`config.mk`:
```
export PLATFORM = sky130hd
export DESIGN_NAME = writeback_unit
export DESIGN_NICKNAME = d
export VERILOG_FILES = /design/src/rtl/writeback_unit.sv
export SDC_FILE = /design/constraint.sdc
export NUM_CORES = 1
export LEC_CHECK = 0
export BUFFER_PORTS_ARGS = -buffer_cell sky130_fd_sc_hd__buf_2
export CAP_MARGIN = 15
export CORE_ASPECT_RATIO = 1.4
export CORE_UTILIZATION = 40
export DETAILED_ROUTE_END_ITERATION = 7
export GPL_ROUTABILITY_DRIVEN = 0
export HOLD_SLACK_MARGIN = 0.02
export PLACE_DENSITY = 0.74
export RECOVER_POWER = 50
export REMOVE_ABC_BUFFERS = 1
export SLEW_MARGIN = 30
export SYNTH_ARGS = -nofsm -noshare
export SYNTH_HDL_FRONTEND = slang
export SYNTH_SLANG_ARGS = --single-unit
export TNS_END_PERCENT = 1
```
`constraint.sdc`:
```
create_clock -name clk -period 4.3 [get_ports clk]
set_input_delay 0.645 -clock clk [delete_from_list [all_inputs] [get_ports clk]]
set_output_delay 0.645 -clock clk [all_outputs]
set_load 0.02 [all_outputs]
```
`src/rtl/writeback_unit.sv`:
```
// Writeback stage of the 16-bit MIPS core: retires ALU results and loads into the
// register file, performing the variable-latency data-memory read with a timeout.
module writeback_unit #(
    parameter int MEM_TIMEOUT = 15
) (
    input  logic        clk,
    input  logic        rst,
    input  logic        in_valid,
    output logic        in_ready,
    input  logic        in_reg_write,
    input  logic        in_is_load,
    input  logic        in_load_byte,
    input  logic [2:0]  in_dest,
    input  logic [15:0] in_alu_result,
    output logic        mem_req,
    output logic [15:0] mem_addr,
    input  logic [15:0] mem_rdata,
    input  logic        mem_rvalid,
    output logic        write_EN,
    output logic [2:0]  reg_write_add,
    output logic [15:0] reg_write_data,
    output logic        pending_valid,
    output logic [2:0]  pending_add,
    output logic        mem_err
);

    typedef enum logic [1:0] {
        IDLE,
        MEM_WAIT,
        WRITE
    } state_t;

    localparam logic [7:0] TIMEOUT_LAST = 8'(MEM_TIMEOUT - 1);

    state_t      state;
    state_t      next_state;
    logic        accept;
    logic        eff_write;
    logic        timeout_hit;
    logic [7:0]  wait_count;
    logic [2:0]  dest_q;
    logic        byte_q;
    logic [7:0]  sel_byte;
    logic [15:0] load_data;

    assign accept      = in_valid & in_ready;
    assign eff_write   = in_reg_write & (in_dest != 3'd0);
    assign timeout_hit = (wait_count == TIMEOUT_LAST);

    // Byte lane picked by the held address; a late response still sees the load's address.
    assign sel_byte  = mem_addr[0] ? mem_rdata[15:8] : mem_rdata[7:0];
    assign load_data = byte_q ? {{8{sel_byte[7]}}, sel_byte} : mem_rdata;

    always_ff @(posedge clk or posedge rst) begin
        if (rst) begin
            state <= IDLE;
        end else begin
            state <= next_state;
        end
    end

    always_comb begin
        next_state = state;
        case (state)
            IDLE, WRITE: begin
                if (accept && eff_write) begin
                    next_state = in_is_load ? MEM_WAIT : WRITE;
                end else begin
                    next_state = IDLE;
                end
            end
            MEM_WAIT: begin
                // Data arriving on the final allowed edge beats the timeout.
                if (mem_rvalid) begin
                    next_state = WRITE;
                end else if (timeout_hit) begin
                    next_state = IDLE;
                end
            end
            default: next_state = IDLE;
        endcase
    end

    always_comb begin
        in_ready      = (state != MEM_WAIT);
        write_EN      = (state == WRITE);
        pending_valid = (state != IDLE);
        reg_write_add = dest_q;
        pending_add   = dest_q;
    end

    always_ff @(posedge clk or posedge rst) begin
        if (rst) begin
            mem_req        <= 1'b0;
            mem_addr       <= 16'd0;
            dest_q         <= 3'd0;
            byte_q         <= 1'b0;
            reg_write_data <= 16'd0;
            wait_count     <= 8'd0;
            mem_err        <= 1'b0;
        end else begin
            mem_req <= 1'b0;
            if (accept && eff_write) begin
                dest_q <= in_dest;
                if (in_is_load) begin
                    mem_req    <= 1'b1;
                    mem_addr   <= in_alu_result;
                    byte_q     <= in_load_byte;
                    wait_count <= 8'd0;
                end else begin
                    reg_write_data <= in_alu_result;
                end
            end
            if (state == MEM_WAIT) begin
                if (mem_rvalid) begin
                    reg_write_data <= load_data;
                end else begin
                    wait_count <= wait_count + 8'd1;
                    if (timeout_hit) begin
                        mem_err <= 1'b1;
                    end
                end
            end
        end
    end

endmodule

```
==> results.txt, run 1 <==
min Tclk post-route - 2.096 ns
Clk pin slew, worst setup/hold paths - 0.09 ns
max_slew headroom - -38.67%
Layout Skew - 0.005016 ns
Die X - 66.48 um
unrepaired setup endpoints after global routing - no
post-cts hold buffer count - 0
Main synth FF type - dfrtp_1
r2r worst-path depth - 3
# clock sinks - 48
Hold Crit Start - mem_err$_DFFE_PP0P_
CTS Buffer Depth - 2
wire per inst - 14.49 um
Leak - 1.412 nW
Root Driver - clkbuf_8
TritonRoute pass-1 iters - 4
Fin. Hold Viols - 0
layout cells sized above 1 - 38.38%
Port-buffer cells - 84
post_cts resized - 0
vias in the first global route - 1,756
Worst Path Max Fanout - 24
Crit. End Element - register
Max Cap Viol - 1
R2R Setup Slk - 2.20 ns
Via density - 5.139
DRT iter0 DRCs - 128
Seq/Total Area, Yosys - 51.59%
CTS buffer count - 5
detailed-route DRC error count - 0
Worst-Margin Slew - 2.069 ns
latest clock arrival within the worst-skew pair - 0.30 ns
peak supply drop - 269.9 uV
failing checks - max-capacitance violations, max-slew violations
ranking of synthesized cells by area - dfrtp_1 (52%), mux2_2 (8.7%), mux2i_1 (6.9%)
Async S/R FF share, synth - 100.0%
core box area - 5565 um^2
Sum Neg Setup Slack - 0 ns
WP data required - 4.48 ns
synth warn - 0
first-pass GRT wire length - 8.390 mm
Vias - 1,809
WL final - 5.100 mm
Slew Limit Fails - 49
antenna violations before repair - 0
R2R Path Start - state[0]$_DFFE_PP0P_
crit start category - register
pwr dens - 497.4 nW/um^2
worst reg2reg path endpoint - mem_addr[1]$_DFFE_PP0P_
share of the synthesized area in the top cell type - 51.59%
mean post-synth cell area - 11.36 um^2
endpoints failing setup - 0
I/O Pins - 85
Synth Instances - 205
Cell variety after synth - 38
Post-synth EDFFs - 0
Arr. time, crit path - 2.28 ns
Ant. Diodes - 0
CTS tree - built
Final Total Pwr - 1.408 mW
Area Growth Syn to Fin - 21.60%
run status - finished with violations
postcts setup bufs - 0
Synth area leader - dfrtp_1
Tot GR Track Use - 18.10%
pin count of the biggest net entering global routing - 49
Placement Setup Slack - 1.943 ns
Die Span Y - 92.28 um
DIE AREA - 6134 um^2
grt ovf - 0
post-detail-place hpwl - 3.609 mm
Hold Crit Class - register to register
FMAX - 0.4770 GHz
H-tree levels - 2
CP Class - register to register
Hold Path End - mem_err$_DFFE_PP0P_
Post-Syn Area - 2328 um^2
synthesized flop and latch total - 48
Final WS setup - 2.204 ns
nets@finish - 327
Post-DRT Antenna Nets - 0
Tcrit/Tclk final - 48.75%
row cnt - 32
initial core utilization - 41.84%
hold depth - 1
cell usage in the layout (no fill, tap or decap), types with 2 or more instances in the layout:
master | synthesis | layout
a21oi_1 | 7 | 7
a21oi_2 | 9 | 9
a22oi_1 | 16 | 16
buf_2 | 5 | 67
clkbuf_1 | 2 | 17
clkbuf_8 | 0 | 5
dfrtp_1 | 48 | 48
ha_1 | 2 | 2
inv_1 | 4 | 3
mux2_2 | 18 | 18
mux2i_1 | 16 | 16
nand2_1 | 26 | 26
nand2b_1 | 3 | 3
nand3_1 | 4 | 4
nand4_1 | 4 | 4
nor2_1 | 6 | 6
o21ai_0 | 7 | 7
o22ai_1 | 2 | 2
xor2_1 | 3 | 3
registers in the layout, indices dropped and copies added (netlist names):
signal / cells
mem_addr: 16
byte_q: 1
pending_add: 3
state: 2
mem_req: 1
wait_count: 8
mem_err: 1
reg_write_data: 16
layout make-up:
cell class	instances	area, um^2
inverters	4	16.27
clock buffers	5	68.82
clock inverters	3	42.54
well taps	68	85.08
repair buffers	85	406.6
fillers	533	2734
multi-input cells	139	1011
flip-flops and latches	48	1201
report_power, final:
part / switching [mW] / leakage (nW) / internal, mW / total (mW)
Clock: 0.151 / 0.0541 / 0.172 / 0.324
Combinational: 0.277 / 0.766 / 0.179 / 0.455
Sequential: 0.0743 / 0.592 / 0.555 / 0.629
Total: 0.503 / 1.41 / 0.906 / 1.41
metal layers:
metal	global-route usage [%]	wire (um)	vias up	part of all wire, %
met5	0	0	-	0
met4	5.674	67	0	1.3
met3	3.109	221	6	4.3
met2	31.55	2672	52	52
met1	22.24	2139	873	42
li1	-	-	878	-
kinds of logic (layout without fill, tap and decap cells):
kind of cell,count (synthesis),count (layout),share of synthesized area (%)
simple gates,56,56,12.57
flops,48,48,51.59
compound gates,44,44,13.06
mux,34,34,15.58
buf+inv,18,97,4.997
xor+xnor,3,3,1.129
fa+ha+maj,2,2,1.075
worst max-delay path by stage:
stage | from | to | cells past startpoint
final | state[0]$_DFFE_PP0P_ | mem_addr[1]$_DFFE_PP0P_ | 3
after global routing | state[0]$_DFFE_PP0P_ | mem_addr[0]$_DFFE_PP0P_ | 3
after CTS | state[0]$_DFFE_PP0P_ | mem_addr[15]$_DFFE_PP0P_ | 3
after detailed placement | in_valid | mem_addr[15]$_DFFE_PP0P_ | 4
after global placement | in_valid | mem_addr[13]$_DFFE_PP0P_ | 4
after floorplan | state[1]$_DFFE_PP0P_ | reg_write_data[15]$_DFF_PP0_ | 3
stage by stage:
stage,util (%),hold WS [ns],instances,area (um^2)
floorplan,-,0.4429,191,2227
global placement,49.24,0.4388,344,2740
detailed placement,49.28,0.4434,344,2743
CTS,51.28,0.4317,352,2854
global route,50.88,0.4840,352,2831
finish,50.88,0.4596,352,2831
worst max-delay path, stage by stage, from the launching register on:
cell      delay (ns)
dfrtp_1         0.43
nand2b_1        0.29
nand4_2         0.72
mux2_2          0.53
cells in the mapped netlist (2+ instances only):
master and instances:
buf_2 5, dfrtp_1 48, o21ai_0 7, nand3_1 4, nand2b_1 3, nand4_1 4
nand2_1 26, a21oi_2 9, xor2_1 3, clkbuf_1 2, buf_4 4, mux2_2 18
nor2_1 6, inv_1 4, o22ai_1 2, a22oi_1 16, a21oi_1 7, mux2i_1 16
ha_1 2
No activity file was read; power rests on OpenSTA's default activity.
==> run 2: changes to the inputs <==
--- a/config.mk
+++ b/config.mk
@@ -5,6 +5,7 @@
 export SDC_FILE = /design/constraint.sdc
 export NUM_CORES = 1
 export LEC_CHECK = 0
+export ABC_AREA = 1
 export BUFFER_PORTS_ARGS = -buffer_cell sky130_fd_sc_hd__buf_2
 export CAP_MARGIN = 15
 export CORE_ASPECT_RATIO = 1.4
@@ -12,7 +13,7 @@
 export DETAILED_ROUTE_END_ITERATION = 7
 export GPL_ROUTABILITY_DRIVEN = 0
 export HOLD_SLACK_MARGIN = 0.02
-export PLACE_DENSITY = 0.74
+export PLACE_DENSITY = 0.72
 export RECOVER_POWER = 50
 export REMOVE_ABC_BUFFERS = 1
 export SLEW_MARGIN = 30
==> constraint.sdc (replaced) <==
create_clock -name clk -period 2 [get_ports clk]
set_input_delay 0.3 -clock clk [delete_from_list [all_inputs] [get_ports clk]]
set_output_delay 0.3 -clock clk [all_outputs]
set_load 0.02 [all_outputs]
==> run 2 against run 1 <==
  * The run now ends clean
  * Utilization shrank 2.4 points
  * Count of clock-buffer cells in the layout is the same
  * Total power grew 120%
  * Global-route usage grew 2.0 points
  * Synthesized cell count grew 81%
  * Setup slack lost 1.8 ns
  * Area after synthesis grew 17%
  * Non-clock buffer count grew 5
  * Clock skew shrank 0.0016 ns
  * Final cell count grew 53%
  * Largest power group unchanged
==> results.txt, run 2 <==
run status - finished, final reports clean
grt ovf - 0
Die Span Y - 99.80 um
Hold Crit Class - input pin to register
layout cells sized above 1 - 21.08%
postcts setup bufs - 0
slowest CP cell - dfrtp_1
Critical Path Most Common Cell - inv_1
Ant. Diodes - 0
mean post-synth cell area - 7.366 um^2
register area - 1201 um^2
DRT iter0 DRCs - 143
most frequent cells in the layout - nand2_1 (165), buf_2 (64), nand3_1 (57)
synth warn - 0
FMAX - 0.6307 GHz
count leader, synth - nand2_1
wire per inst - 12.68 um
Area Growth Syn to Fin - 17.31%
Comb pwr share - 33.8%
min Tclk post-route - 1.586 ns
Clk pin slew, worst setup/hold paths - 0.09 ns
WL final - 6.824 mm
synthesized flop and latch total - 48
I/O Pins - 85
max_slew headroom - 18.34%
Seq/Total Area, Yosys - 43.96%
latest clock arrival within the worst-skew pair - 0.29 ns
Arr. time, crit path - 1.78 ns
unrepaired setup endpoints after global routing - no
initial core utilization - 41.32%
Vias - 2,549
slowest cell delay on critical path - 0.48 ns
row cnt - 35
top flop regs - mem_addr x16, reg_write_data x16, wait_count x8
Hold Crit Start - in_alu_result[15]
pwr dens - 962.4 nW/um^2
Max Cap Viol - 0
crit path cell chain - inv_1 > a21oi_1 > o21ai_1 > nand3_1 > nand2_1 > inv_1
antenna violations before repair - 0
commonest non-fill, non-tap cell in the layout - nand2_1
Final Total Pwr - 3.085 mW
post_cts resized - 0
Hold Path End - mem_addr[15]$_DFFE_PP0P_
endpoints failing setup - 0
post-detail-place hpwl - 4.936 mm
Synth area leader - dfrtp_1
R2R Setup Slk - 0.41 ns
WP data required - 2.19 ns
Root Driver - clkbuf_8
H-tree levels - 2
CP Class - register to register
first-pass GRT wire length - 11.14 mm
fill cell count - 679
Net Sw Power - 1.199 mW
Slew Limit Fails - 0
vias in the first global route - 2,414
Tcrit/Tclk final - 79.28%
CTS Buffer Depth - 2
Sum Neg Setup Slack - 0 ns
nets@finish - 491
Synth Instances - 371
Main synth FF type - dfrtp_1
core box area - 6613 um^2
Worst Path Max Fanout - 11
share of the synthesized area in the top cell type - 43.96%
most frequent cells after synthesis - nand2_1 (165), nand3_1 (57), dfrtp_1 (48)
Leak - 1.841 nW
crit start category - register
CTS tree - built
switch share - 38.85%
detailed-route DRC error count - 0
R2R Path Start - byte_q$_DFFE_PP0P_
Clock power frac - 21.8%
Layout Skew - 0.003443 ns
Post-DRT Antenna Nets - 0
Worst-Margin Slew - 1.225 ns
ranking of synthesized cells by area - dfrtp_1 (44%), nand2_1 (23%), nand3_1 (10%)
Crit. End Element - register
sequential power share - 44.4%
Post-synth EDFFs - 0
hold depth - 3
Cell variety after synth - 25
DIE AREA - 7171 um^2
P_int - 1.886 mW
Die X - 71.86 um
area of the multi-input gates - 1217 um^2
Async S/R FF share, synth - 100.0%
Fin. Hold Viols - 0
peak supply drop - 488.0 uV
# clock sinks - 48
TritonRoute pass-1 iters - 4
Via density - 4.738
Port-buffer cells - 84
Tot GR Track Use - 20.06%
worst reg2reg path endpoint - reg_write_data[9]$_DFF_PP0_
post-cts hold buffer count - 0
CTS buffer count - 5
r2r worst-path depth - 6
Post-Syn Area - 2733 um^2
pin count of the biggest net entering global routing - 49
==> run 2: layout make-up <==
cell class                      count  share of cell area (%)
Inverter                           36                   4.215
Sequential cell                    48                   37.47
Clock inverter                      1                  0.9368
Clock buffer                        5                   2.147
Tap cell                           92                   3.591
Timing Repair Buffer               90                   13.66
Multi-Input combinational cell    266                   37.98
==> run 2: power by group through the flow <==
stage          clock, mW  combinational [mW]  sequential [mW]
5_1_grt            0.727                1.17             1.40
2_1_floorplan          0               0.457             1.60
4_1_cts            0.686                1.08             1.36
3_3_place_gp           0                1.05             1.37
3_5_place_dp           0                1.07             1.38
6_report           0.672                1.04             1.37
==> run 2: metrics by stage <==
stage	utilization [%]	instances	cell area [um^2]	worst slack [ns]	hold slack, ns
final	48.48	538	3206	0.4144	0.2130
after global routing	48.48	538	3206	0.2701	0.2032
after CTS	48.93	538	3236	0.4403	0.1765
after detailed placement	47.44	532	3137	0.4591	0.4559
after global placement	47.44	532	3137	0.4578	0.4467
after floorplan	-	350	2556	0.2052	0.4096
==> run 2: worst max-delay path: cells and delay by family, from the launching register on <==
kind | cells | cell delay [ns]
AOI/OAI and AO/OA | 2 | 0.38
and+or+nand+nor | 2 | 0.31
DFF | 1 | 0.48
buffers and inverters | 2 | 0.32
==> run 2: how the worst max path moves through the flow <==
stage | start | endpoint
2_1_floorplan | state[0]$_DFFE_PP0P_ | byte_q$_DFFE_PP0P_
3_3_place_gp | byte_q$_DFFE_PP0P_ | reg_write_data[9]$_DFF_PP0_
3_5_place_dp | byte_q$_DFFE_PP0P_ | reg_write_data[9]$_DFF_PP0_
4_1_cts | byte_q$_DFFE_PP0P_ | reg_write_data[9]$_DFF_PP0_
5_1_grt | state[0]$_DFFE_PP0P_ | byte_q$_DFFE_PP0P_
6_report | byte_q$_DFFE_PP0P_ | reg_write_data[9]$_DFF_PP0_
==> run 2: cell families after synthesis <==
| logic type | synth area share, % |
|---|---|
| AND/OR/NAND/NOR | 40.66 |
| flip-flops | 43.96 |
| adder cells (fa/ha/maj) | 0.9156 |
| buffers and inverters | 11.40 |
| AO/OA/AOI/OAI | 3.068 |
==> run 2: layer usage <==
| metal | up-vias | GRT usage [%] | share of wire (%) |
|---|---|---|---|
| met5 | - | 0 | 0 |
| met4 | 0 | 9.502 | 3.0 |
| met3 | 14 | 3.313 | 4.6 |
| met2 | 79 | 36.07 | 52 |
| met1 | 1156 | 22.84 | 41 |
| li1 | 1300 | - | - |
